$ cat src/rtl/piezo_pkg.sv
// Shared alarm note definitions: note LIMIT half-periods, note codes and decoder FSM states.
package piezo_pkg;

    localparam int unsigned LIMIT_DO  = 190;
    localparam int unsigned LIMIT_RAE = 169;
    localparam int unsigned LIMIT_MI  = 151;
    localparam int unsigned LIMIT_FA  = 142;
    localparam int unsigned LIMIT_SOL = 127;
    localparam int unsigned LIMIT_RA  = 113;
    localparam int unsigned LIMIT_SI  = 100;
    localparam int unsigned LIMIT_HDO = 95;

    localparam int NUM_NOTES = 8;

    localparam logic [3:0] NOTE_REST    = 4'd0;
    localparam logic [3:0] NOTE_DO      = 4'd1;
    localparam logic [3:0] NOTE_RAE     = 4'd2;
    localparam logic [3:0] NOTE_MI      = 4'd3;
    localparam logic [3:0] NOTE_FA      = 4'd4;
    localparam logic [3:0] NOTE_SOL     = 4'd5;
    localparam logic [3:0] NOTE_RA      = 4'd6;
    localparam logic [3:0] NOTE_SI      = 4'd7;
    localparam logic [3:0] NOTE_HDO     = 4'd8;
    localparam logic [3:0] NOTE_UNKNOWN = 4'd15;

    typedef enum logic [1:0] {
        ST_SILENT = 2'd0,
        ST_ARM    = 2'd1,
        ST_TRACK  = 2'd2
    } state_e;

    function automatic int unsigned note_limit(input logic [3:0] code);
        case (code)
            NOTE_DO:  return LIMIT_DO;
            NOTE_RAE: return LIMIT_RAE;
            NOTE_MI:  return LIMIT_MI;
            NOTE_FA:  return LIMIT_FA;
            NOTE_SOL: return LIMIT_SOL;
            NOTE_RA:  return LIMIT_RA;
            NOTE_SI:  return LIMIT_SI;
            NOTE_HDO: return LIMIT_HDO;
            default:  return 0;
        endcase
    endfunction

endpackage

$ cat src/rtl/piezo_note_classifier.sv
// Combinational map from a measured half-period count to a note code.
module piezo_note_classifier
    import piezo_pkg::*;
#(
    parameter int CNT_W = 16,
    parameter int TOL   = 2
) (
    input  logic [CNT_W-1:0] cnt_i,
    output logic [3:0]       note_o
);

    logic [CNT_W-1:0] lim;
    logic [CNT_W-1:0] diff;
    logic             found;

    always_comb begin
        note_o = NOTE_UNKNOWN;
        found  = 1'b0;
        lim    = '0;
        diff   = '0;
        // Earlier table entries take priority when tolerance windows overlap.
        for (int k = 1; k <= NUM_NOTES; k++) begin
            lim  = CNT_W'(note_limit(4'(k)));
            diff = (cnt_i >= lim) ? (cnt_i - lim) : (lim - cnt_i);
            if (!found && (diff <= CNT_W'(TOL))) begin
                note_o = 4'(k);
                found  = 1'b1;
            end
        end
        if (cnt_i <= CNT_W'(1)) begin
            note_o = NOTE_REST;
        end
    end

endmodule

$ cat src/rtl/piezo_tone_decoder.sv
// Measures the half-period of a square-wave tone, classifies it against the alarm
// note table and reports a debounced note code.
module piezo_tone_decoder
    import piezo_pkg::*;
#(
    parameter int CNT_W       = 16,
    parameter int TOL         = 2,
    parameter int CONFIRM     = 3,
    parameter int SILENCE_CYC = 2000
) (
    input  logic             CLK,
    input  logic             RESET,
    input  logic             ENABLE,
    input  logic             TONE_IN,
    output logic [3:0]       NOTE,
    output logic             NOTE_VALID,
    output logic [CNT_W-1:0] PERIOD,
    output logic             LOCKED
);

    logic             sync1_q, sync2_q, prev_q;
    logic             tone_edge;
    logic [CNT_W-1:0] cnt_q, cnt_d;
    logic [3:0]       cls;
    logic             timeout;

    state_e           state_q, state_d;
    logic [3:0]       cand_q, cand_d;
    logic [2:0]       match_q, match_d;
    logic [3:0]       note_q, note_d;
    logic             nv_q, nv_d;
    logic [CNT_W-1:0] period_q, period_d;

    // Synchronizer and edge register carry no control meaning, so they run through reset.
    always_ff @(posedge CLK) begin
        sync1_q <= TONE_IN;
        sync2_q <= sync1_q;
        prev_q  <= sync2_q;
    end

    assign tone_edge = sync2_q ^ prev_q;

    always_comb begin
        if (tone_edge) begin
            cnt_d = '0;
        end else if (cnt_q != '1) begin
            cnt_d = cnt_q + CNT_W'(1);
        end else begin
            cnt_d = cnt_q;
        end
    end

    piezo_note_classifier #(
        .CNT_W (CNT_W),
        .TOL   (TOL)
    ) u_classifier (
        .cnt_i  (cnt_q),
        .note_o (cls)
    );

    assign timeout = (state_q != ST_SILENT) && !tone_edge
                     && (cnt_q == CNT_W'(SILENCE_CYC - 1));

    always_ff @(posedge CLK) begin
        if (RESET) begin
            cnt_q    <= '0;
            state_q  <= ST_SILENT;
            cand_q   <= NOTE_REST;
            match_q  <= '0;
            note_q   <= NOTE_REST;
            nv_q     <= 1'b0;
            period_q <= '0;
        end else begin
            cnt_q    <= cnt_d;
            state_q  <= state_d;
            cand_q   <= cand_d;
            match_q  <= match_d;
            note_q   <= note_d;
            nv_q     <= nv_d;
            period_q <= period_d;
        end
    end

    always_comb begin
        state_d  = state_q;
        cand_d   = cand_q;
        match_d  = match_q;
        note_d   = note_q;
        nv_d     = 1'b0;
        period_d = period_q;
        if (!ENABLE || timeout) begin
            state_d = ST_SILENT;
            match_d = '0;
            note_d  = NOTE_REST;
            nv_d    = (note_q != NOTE_REST);
        end else if (tone_edge) begin
            case (state_q)
                ST_SILENT: state_d = ST_ARM;
                ST_ARM: begin
                    period_d = cnt_q;
                    cand_d   = cls;
                    match_d  = 3'd1;
                    state_d  = ST_TRACK;
                end
                ST_TRACK: begin
                    period_d = cnt_q;
                    if (cls == cand_q) begin
                        match_d = (match_q == 3'd7) ? 3'd7 : match_q + 3'd1;
                    end else begin
                        cand_d  = cls;
                        match_d = 3'd1;
                    end
                end
                default: state_d = ST_SILENT;
            endcase
            // Arming edge also counts, so CONFIRM=1 updates on the first measurement.
            if ((state_q != ST_SILENT) && (match_d >= 3'(CONFIRM)) && (cand_d != note_q)) begin
                note_d = cand_d;
                nv_d   = 1'b1;
            end
        end
    end

    always_comb begin
        NOTE       = note_q;
        NOTE_VALID = nv_q;
        PERIOD     = period_q;
        LOCKED     = (state_q == ST_TRACK) && (match_q >= 3'(CONFIRM));
    end

endmodule

$ cat config.mk
export PLATFORM = sky130hd
export DESIGN_NAME = piezo_tone_decoder
export DESIGN_NICKNAME = d
export VERILOG_FILES = /design/src/rtl/piezo_pkg.sv /design/src/rtl/piezo_note_classifier.sv /design/src/rtl/piezo_tone_decoder.sv
export SDC_FILE = /design/constraint.sdc
export NUM_CORES = 1
export LEC_CHECK = 0
export BUFFER_PORTS_ARGS = -buffer_cell sky130_fd_sc_hd__clkbuf_2
export CORE_MARGIN = 8
export CORE_UTILIZATION = 50
export CTS_BUF_LIST = sky130_fd_sc_hd__clkbuf_4 sky130_fd_sc_hd__clkbuf_8
export DETAILED_ROUTE_END_ITERATION = 12
export PLACE_DENSITY = 0.66
export SKIP_CTS_REPAIR_TIMING = 1
export SYNTH_ARGS = -nofsm -noshare
export SYNTH_HDL_FRONTEND = slang
export SYNTH_HIERARCHICAL = 1
export SYNTH_SLANG_ARGS = --single-unit
$ cat constraint.sdc
create_clock -name CLK -period 8.49 [get_ports CLK]
set_input_delay 1.2735 -clock CLK [delete_from_list [all_inputs] [get_ports CLK]]
set_output_delay 1.2735 -clock CLK [all_outputs]
set_load 0.01 [all_outputs]
==> flow_summary.ini <==
[outcome]
outcome = completed

[layout]
fin_cells = 1030
fillerInstances = 1187
nNetsFinal = 902
area_growth_pct = 4.83
fin_area_sq_um = 6520
antennaDiodeCount = 0
layout-drive-gt1-share = 0.0928

[logic_synthesis]
ys_warn_count = 6
synth-seq-cells = 49
synth_area_leaders = dfxtp_1 16%, ha_1 7.4%, a21oi_1 6.9%, xnor2_1 6.6%, nand2_1 5.3%
muxShareOfSynthArea = 0.0296
synth_top_family_by_area = compound AO/OA/AOI/OAI gates
synth_cells = 874
synthesis.area_sq_um = 6220
synth_area_per_cell_sq_um = 7.12
synth_seq_area_share = 0.158
syn-num-nets = 915
synth-simple-area-share = 0.286
synth_compound_area_frac = 0.303
synthAdderAreaFrac = 0.0744
yosys.area_share.xor_xnor = 0.0887
synth_edf_count = 0
yosys.area.top_type = dfxtp_1
synth_common_cells = 87 x nand2_1, 86 x a21oi_1, 64 x nor2_1
async_flop_share = 0
yosysMostFrequentCell = nand2_1
yosys.area.top_type_share = 0.158
yosys.cell_types.count = 92
synth_ff_type = dfxtp_1

[critical_path]
cp_num_cells = 18
required_ns = 8.68
cp_top_family = compound AO/OA/AOI/OAI gates
critPathKind = reg2reg
critPathBufInv = 2
cp-startpoint = cnt_q[3]
cp-start-kind = flip-flop
crit_fanout = 23
cp_slowest_cell = dfxtp_1
crit_chain = inv_1, ha_1, inv_1, o21ai_0, a21oi_1, mux2i_1, o21a_1, o2111ai_1, o22ai_2, or3_1, nor3_1, nor3_1, xor2_1, nor4_1, a21boi_0, o22ai_1, and2_4, a211oi_1
arrival_ns = 6.89
end_kind = flip-flop
r2r_cells = 18
critPathMaxStageDelay_ns = 1.01
reg2reg_from = cnt_q[3]

[hold_path]
hold_start = sync1_q
hold_class = reg2reg
hold_depth = 0

[sta]
hold_violations = 0
setup_violations = 0
worstMarginPinSlew_ns = 1.11
fin_crit_sh = 0.790
fin_worst_skew_ns = 0.00961
max_freq_ghz = 0.149
finalSetupTns_ns = 0
relSlewSlack = 0.250
period_needed_ns = 6.70
slew_viol_final = 0
rsz0062_at_grt = no

[die]
die_w_microns = 128
io_pins = 26
initial_utilization = 0.516
die_h_microns = 128
std_cell_rows = 40
core_sq_um = 12100
dieArea_sq_um = 16300

[grt]
grt_start_max_net_pins = 39
grt_first_pass_wirelength_mm = 37.8
grt_util_met3 = 0.0811
antenna_found_initial = 0
use_met1 = 0.375
grt.met2_usage = 0.441
track_usage = 0.292
overflow = 0
grt_busiest_layer = met2
grt_pass1_vias = 6688

[clock_tree]
clock_sinks = 49
cts_tree = done
insertion_delay_ns = 0.32
cts_buffer_depth = 2
clock-root-buffer = clkbuf_8
cts_buffers = 5
htreeDepth = 2
path_clk_slew_ns = 0.10

[placed_design]
place_congestion = 1.03
portBuffers = 25
hpwl_mm = 17.5
place_inst = 1022
place_area_sq_um = 6420

[routing]
avgViaCountPerCell = 7.04
wl_per_cell_microns = 23.9
drt_iter0_drc = 967
vias = 7255
ant_nets = 0
firstDrtPassIters = 5
wl_mm = 24.6
drc = 0

[pwr]
peakVddDrop_mv = 0.0810
p_leak_uw = 0.00253
powerDensity_nw_per_um2 = 71.5

[flow_run]
cap_violations = 0
[area by class of cell]
cell class,instances,area [sq um],area share
Tap cell,168,210,0.0322
Clock buffer,5,68.8,0.0106
Sequential cell,49,981,0.150
Clock inverter,3,28.8,0.00441
Timing Repair Buffer,44,268,0.0411
Inverter,27,101,0.0155
Multi-Input combinational cell,734,4860,0.746
[cells in the final DEF, fill, tap and decap left out, types with 24 or more instances in the layout]
| cell | instances |
|---|---|
| nand2_1 | 87 |
| a21oi_1 | 86 |
| nor2_1 | 64 |
| dfxtp_1 | 49 |
| xnor2_1 | 47 |
| nand3_1 | 40 |
| o21ai_0 | 40 |
| ha_1 | 37 |
| nor3_1 | 32 |
| a211oi_1 | 27 |
| clkbuf_2 | 25 |
| inv_1 | 24 |
[final timing paths]
path | end | slack, ns
max | NOTE[2] | 1.79
min | sync2_q | 0.34
max reg2reg | NOTE[2] | 1.79
min reg2reg | sync2_q | 0.34
[routing by layer]
metal | part of all wire | up-vias
met5 | 0 | -
met4 | 0.050 | 0
met3 | 0.12 | 122
met2 | 0.43 | 510
met1 | 0.40 | 3398
li1 | - | 3225
[through the flow]
stage | utilization | power (uW) | hold slack, ns | setup WS (ns)
2_1_floorplan | - | 295 | 0.310 | 3.11
3_3_place_gp | 0.532 | 315 | 0.312 | 2.22
3_5_place_dp | 0.532 | 316 | 0.314 | 1.98
4_1_cts | 0.541 | 467 | 0.338 | 1.96
5_1_grt | 0.541 | 486 | 0.348 | 1.28
6_report | 0.541 | 466 | 0.340 | 1.79
[cell families after synthesis]
kind of cell / after synthesis
adder cells (fa/ha/maj): 37
XOR/XNOR: 63
AO/OA/AOI/OAI: 277
buffers and inverters: 91
multiplexers: 17
flip-flops: 49
AND/OR/NAND/NOR: 340
[state kept, by name (all words and copies together), names as in the netlist]
| register | count |
|---|---|
| NOTE | 4 |
| match_q | 3 |
| sync1_q | 1 |
| cnt_q | 16 |
| NOTE_VALID | 1 |
| sync2_q | 1 |
| cand_q | 4 |
| state_q | 2 |
| PERIOD | 16 |
| prev_q | 1 |
[where the power goes]
| part | internal [uW] | switching, uW | total [uW] | leakage (uW) |
|---|---|---|---|---|
| logic | 23.8 | 49.3 | 73.0 | 0.00208 |
| clock network | 61.8 | 90.9 | 153 | 0.0000506 |
| registers | 234 | 6.47 | 240 | 0.000397 |
| total | 319 | 147 | 466 | 0.00253 |
Power figures use the tool's default switching activity.
